## config.mk

```make
export PLATFORM = sky130hd
export DESIGN_NAME = stepped_pair_counter
export DESIGN_NICKNAME = d
export VERILOG_FILES = /design/src/rtl/stepped_pair_counter.sv
export SDC_FILE = /design/constraint.sdc
export NUM_CORES = 1
export LEC_CHECK = 0
export CORE_ASPECT_RATIO = 0.5
export CORE_UTILIZATION = 55
export DETAILED_ROUTE_END_ITERATION = 10
export HOLD_SLACK_MARGIN = 0.15
export PLACE_DENSITY_LB_ADDON = 0.1
export SYNTH_ARGS = -nofsm -noshare
export SYNTH_HDL_FRONTEND = slang
export SYNTH_SLANG_ARGS = --single-unit
```

## constraint.sdc

```tcl
create_clock -name clk -period 4.6 [get_ports clk]
set_input_delay 0.92 -clock clk [delete_from_list [all_inputs] [get_ports clk]]
set_output_delay 0.92 -clock clk [all_outputs]
set_load 0.02 [all_outputs]
```

## src/rtl/stepped_pair_counter.sv

```systemverilog
`default_nettype none
// ============================================================================
// Module   : stepped_pair_counter
// Purpose  : Two W-bit counters x and y that advance in lockstep by fixed
//            per-counter steps (up or down), with load, wrap-or-saturate
//            arithmetic, an accepted-step counter and built-in monitors
//            (linear-invariant check and forbidden-state flag).
// Ports    : clk        rising-edge clock
//            rst        asynchronous active-high reset
//            mode       00 hold, 01 step up, 10 step down, 11 load
//            load_x/y   values loaded when mode=11
//            clr_err    clears err_sticky (a coincident set wins)
//            x, y       registered counters
//            ovf        one-cycle registered pulse: wrap or blocked step
//            step_cnt   saturating count of accepted up/down steps
//            inv_ok     x/y consistent with X_INIT/Y_INIT + STEP*n
//            bad        x==BAD_X and y==BAD_Y
//            err_sticky sticky record of an invariant failure or bad state
// Revision : 1.0 - initial release
// ============================================================================
module stepped_pair_counter #(
  parameter int W        = 8,
  parameter int X_INIT   = 2,
  parameter int Y_INIT   = 0,
  parameter int X_STEP   = 2,
  parameter int Y_STEP   = 1,
  parameter int SATURATE = 0,
  parameter int BAD_X    = 4,
  parameter int BAD_Y    = 0,
  parameter int CW       = 16
) (
  input  logic          clk,
  input  logic          rst,
  input  logic [1:0]    mode,
  input  logic [W-1:0]  load_x,
  input  logic [W-1:0]  load_y,
  input  logic          clr_err,
  output logic [W-1:0]  x,
  output logic [W-1:0]  y,
  output logic          ovf,
  output logic [CW-1:0] step_cnt,
  output logic          inv_ok,
  output logic          bad,
  output logic          err_sticky
);

  // Parameters reduced to W bits; out-of-range steps simply truncate.
  localparam logic [W-1:0]  C_X_INIT  = W'(X_INIT);
  localparam logic [W-1:0]  C_Y_INIT  = W'(Y_INIT);
  localparam logic [W-1:0]  C_X_STEP  = W'(X_STEP);
  localparam logic [W-1:0]  C_Y_STEP  = W'(Y_STEP);
  localparam logic [W-1:0]  C_BAD_X   = W'(BAD_X);
  localparam logic [W-1:0]  C_BAD_Y   = W'(BAD_Y);
  localparam logic [W-1:0]  C_N_ONE   = W'(1);
  localparam logic [CW-1:0] C_CNT_ONE = CW'(1);
  localparam logic [CW-1:0] C_CNT_MAX = {CW{1'b1}};

  localparam logic [1:0] MODE_HOLD = 2'b00;
  localparam logic [1:0] MODE_UP   = 2'b01;
  localparam logic [1:0] MODE_DOWN = 2'b10;
  localparam logic [1:0] MODE_LOAD = 2'b11;

  logic [W-1:0]  x_q, x_d;
  logic [W-1:0]  y_q, y_d;
  logic [W-1:0]  n_q, n_d;
  logic [CW-1:0] cnt_q, cnt_d;
  logic          ovf_q, ovf_d;
  logic          err_q, err_d;

  // One extra bit on each side exposes carry (up) or borrow (down).
  logic [W:0] w_x_up, w_y_up, w_x_dn, w_y_dn;
  logic       w_up_carry, w_dn_borrow;
  logic [W-1:0] w_x_exp, w_y_exp;

  assign w_x_up = {1'b0, x_q} + {1'b0, C_X_STEP};
  assign w_y_up = {1'b0, y_q} + {1'b0, C_Y_STEP};
  assign w_x_dn = {1'b0, x_q} - {1'b0, C_X_STEP};
  assign w_y_dn = {1'b0, y_q} - {1'b0, C_Y_STEP};
  assign w_up_carry  = w_x_up[W] | w_y_up[W];
  assign w_dn_borrow = w_x_dn[W] | w_y_dn[W];

  // Expected position after n net steps, all arithmetic modulo 2^W.
  assign w_x_exp = C_X_INIT + C_X_STEP * n_q;
  assign w_y_exp = C_Y_INIT + C_Y_STEP * n_q;

  assign inv_ok = (x_q == w_x_exp) && (y_q == w_y_exp);
  assign bad    = (x_q == C_BAD_X) && (y_q == C_BAD_Y);

  always_comb begin
    x_d   = x_q;
    y_d   = y_q;
    n_d   = n_q;
    cnt_d = cnt_q;
    ovf_d = 1'b0;
    case (mode)
      MODE_HOLD: ;
      MODE_UP: begin
        ovf_d = w_up_carry;
        // Both counters move together or neither does (lockstep).
        if (!w_up_carry || (SATURATE == 0)) begin
          x_d = w_x_up[W-1:0];
          y_d = w_y_up[W-1:0];
          n_d = n_q + C_N_ONE;
          if (cnt_q != C_CNT_MAX) cnt_d = cnt_q + C_CNT_ONE;
        end
      end
      MODE_DOWN: begin
        ovf_d = w_dn_borrow;
        if (!w_dn_borrow || (SATURATE == 0)) begin
          x_d = w_x_dn[W-1:0];
          y_d = w_y_dn[W-1:0];
          n_d = n_q - C_N_ONE;
          if (cnt_q != C_CNT_MAX) cnt_d = cnt_q + C_CNT_ONE;
        end
      end
      MODE_LOAD: begin
        x_d = load_x;
        y_d = load_y;
      end
      default: ;
    endcase
  end

  // Monitors look at the current register values; a set beats a clear.
  always_comb begin
    err_d = err_q;
    if (clr_err) err_d = 1'b0;
    if (!inv_ok || bad) err_d = 1'b1;
  end

  always_ff @(posedge clk or posedge rst) begin
    if (rst) begin
      x_q   <= C_X_INIT;
      y_q   <= C_Y_INIT;
      n_q   <= '0;
      cnt_q <= '0;
      ovf_q <= 1'b0;
      err_q <= 1'b0;
    end else begin
      x_q   <= x_d;
      y_q   <= y_d;
      n_q   <= n_d;
      cnt_q <= cnt_d;
      ovf_q <= ovf_d;
      err_q <= err_d;
    end
  end

  assign x          = x_q;
  assign y          = y_q;
  assign ovf        = ovf_q;
  assign step_cnt   = cnt_q;
  assign err_sticky = err_q;

endmodule
`default_nettype wire
```

==> results.json <==
{
  "setup_viol": 0,
  "p_leak_nw": 1.57,
  "hpwl_um": 5640,
  "drive_gt1_share_pct": 5.34,
  "min_path_type": "reg -> reg",
  "insertion_delay_ns": 0.31,
  "gp_congestion": 0.936,
  "cts_tree": "built",
  "r2r-end": "y[6]",
  "area_delta_synth_final_pct": 22.5,
  "path_clk_slew_ns": 0.09,
  "p_total_mw": 2.03,
  "synthCells": 346,
  "overflow": 0,
  "rrSetupSlack_ns": 2.53,
  "cts_made_buffers": 5,
  "cpPeakStageDelay_ns": 0.69,
  "irDropWorstVdd_uv": 415,
  "finalHoldViolCount": 0,
  "h-tree-depth": 2,
  "synth_edf_count": 0,
  "crit_path_top_delay_cell": "clkdlybuf4s50_1",
  "rsz0062_at_grt": "no",
  "slew_viol_final": 0,
  "final_antenna_net_count": 0,
  "die_h_um": 54.8,
  "final_common_cell": "clkdlybuf4s50_1",
  "worst-path-buf-inv": 2,
  "holdPathStages": 1,
  "io-pin-count": 57,
  "ys_types": 57,
  "viasPerCell": 6.06,
  "clock-sinks": 42,
  "crit_chain": "inv_1 > ha_1 > nor4b_1 > nand2_1 > nor4_1 > clkdlybuf4s50_1",
  "ys_seq_area_share_pct": 34.4,
  "cts.repair.resized": 0,
  "most-common-layout-cells": "clkdlybuf4s50_1 (56), dfrtp_1 (41), nor2_1 (24)",
  "required_ns": 3.68,
  "die_w_um": 108,
  "crit_path_end": "bad",
  "outcome": "finished, final reports clean",
  "arrival_ns": 2.82,
  "rows": 18,
  "firstDrtPassIters": 4,
  "syn_area_per_cell_um2": 8.85,
  "n_fill_cell": 417,
  "postCtsHoldBufs": 0,
  "worstMarginPinSlew_ns": 1.02,
  "crit_cells": 6,
  "powerDensity_nw_per_um2": 541,
  "cap_violations": 0,
  "drc": 0,
  "fin_crit_ns": 3.74,
  "synth_seq_cells": 42,
  "grt_pass1_wl_um": 12700,
  "diodes": 0,
  "critPathCaptureType": "output pin",
  "critPathKind": "reg -> out",
  "start_util_pct": 59.6,
  "multi_input_area_um2": 1830,
  "maxClockFrequency_ghz": 0.267,
  "cts_setup_buffers": 0,
  "slew_headroom_pct": 31.8,
  "vias": 2808,
  "synth.yosys.warnings": 0,
  "layout.nets": 431,
  "crit_fanout": 8,
  "final.setup.tns_ns": 0,
  "wire_per_inst_um": 17.0,
  "async_flop_share_pct": 100,
  "cts.path.max_buffers": 2,
  "io_buffers": 56,
  "startpoint": "y[0]",
  "fin_crit_sh_pct": 81.3,
  "antenna_found_initial": 0,
  "worstSetupStartpointType": "flop",
  "synth_ff_type": "dfrtp_1",
  "regArea_um2": 1050,
  "yosys.area.top_type": "dfrtp_1",
  "r2r-start": "y[0]",
  "dieArea_um2": 5890,
  "finalClockSkew_ns": 0.00651,
  "grt_max_degree": 32,
  "synth.net_count": 385,
  "drtIter0Drc": 165,
  "r2r_cells": 7,
  "grt.total_usage_pct": 28.6,
  "crit_family": "simple AND/OR/NAND/NOR gates",
  "ys_top_cells_by_area": "dfrtp_1 (34%), ha_1 (6.9%), xor2_1 (6.3%)",
  "coreArea_um2": 5130,
  "cts_root_buf": "clkbuf_8",
  "routed_wl_um": 7880,
  "grt_pass1_vias": 2694,
  "synth.cell_area_um2": 3060,
  "yosysTopAreaCellShare_pct": 33.5
}
synthesized netlist by cell type (2+ instances only):
library cell	n
dfrtp_1	41
nor2_1	24
a21oi_1	22
inv_1	22
xor2_1	22
nand2_1	20
o21ai_0	20
xnor2_1	19
ha_1	17
nand3_1	16
clkbuf_1	10
nand4_1	8
a211oi_1	7
buf_2	7
nor3_1	7
and3_1	6
a221oi_1	5
and4_1	5
nor4_1	5
and2_1	4
nand3b_1	4
a22oi_1	3
a31oi_1	3
a41oi_1	3
mux2_2	3
o22ai_1	3
o31ai_1	3
a21o_1	2
a221o_1	2
buf_1	2
mux2i_1	2
nor2b_1	2
o21a_1	2
or3_4	2
worst min path at each step:
stage	start	to	slack, ns
after floorplan	n_q[7]	n_q[7]	0.46
after global placement	step_cnt[14]	step_cnt[14]	0.48
final	step_cnt[14]	step_cnt[14]	0.50
after global routing	n_q[7]	n_q[7]	0.51
after detailed placement	step_cnt[14]	step_cnt[14]	0.48
after CTS	step_cnt[14]	step_cnt[14]	0.49
metal layers:
| metal | vias up | global-route usage, % | part of all wire (%) |
|---|---|---|---|
| li1 | 1352 | - | - |
| met1 | 1327 | 36.4 | 46 |
| met2 | 115 | 48.6 | 45 |
| met3 | 14 | 5.83 | 7.4 |
| met4 | 0 | 12.1 | 1.4 |
| met5 | - | 0 | 0 |
power by group:
| part | internal (mW) | leakage, nW | total (mW) | switching, mW |
|---|---|---|---|---|
| clock network | 0.162 | 0.0514 | 0.310 | 0.148 |
| logic | 0.487 | 1.00 | 0.985 | 0.498 |
| registers | 0.483 | 0.517 | 0.734 | 0.251 |
kinds of logic after synthesis:
family	count (synthesis)	synth area share (%)
muxes	5	1.76
DFF	42	34.4
and+or+nand+nor	108	18.6
adders and majority gates	18	7.60
AOI/OAI and AO/OA	89	20.1
buffers and inverters	43	5.80
xor gates and xnor gates	41	11.7
metrics by stage:
step	util, %	instances	setup WS (ns)	instance area [um2]	hold slack [ns]
after global routing	73.1	463	0.705	3750	0.511
final	73.1	463	0.860	3750	0.497
after detailed placement	70.9	455	1.13	3640	0.475
after global placement	70.9	455	1.24	3640	0.480
after CTS	73.1	463	0.883	3750	0.494
after floorplan	-	346	1.53	3060	0.461
final cells by class:
cell class,count,area share [%]
clock inverter,2,1.00
timing repair buffer,59,15.5
sequential,42,28.1
tap,70,2.33
inverter,23,2.30
multi-input combinational,261,48.8
clock buffer,6,1.93
state kept, by name, summed over array words and instances (netlist names):
register    flops
step_cnt       16
y               8
err_sticky      1
n_q             8
ovf             1
x               8
(Power assumes the default switching activity.)
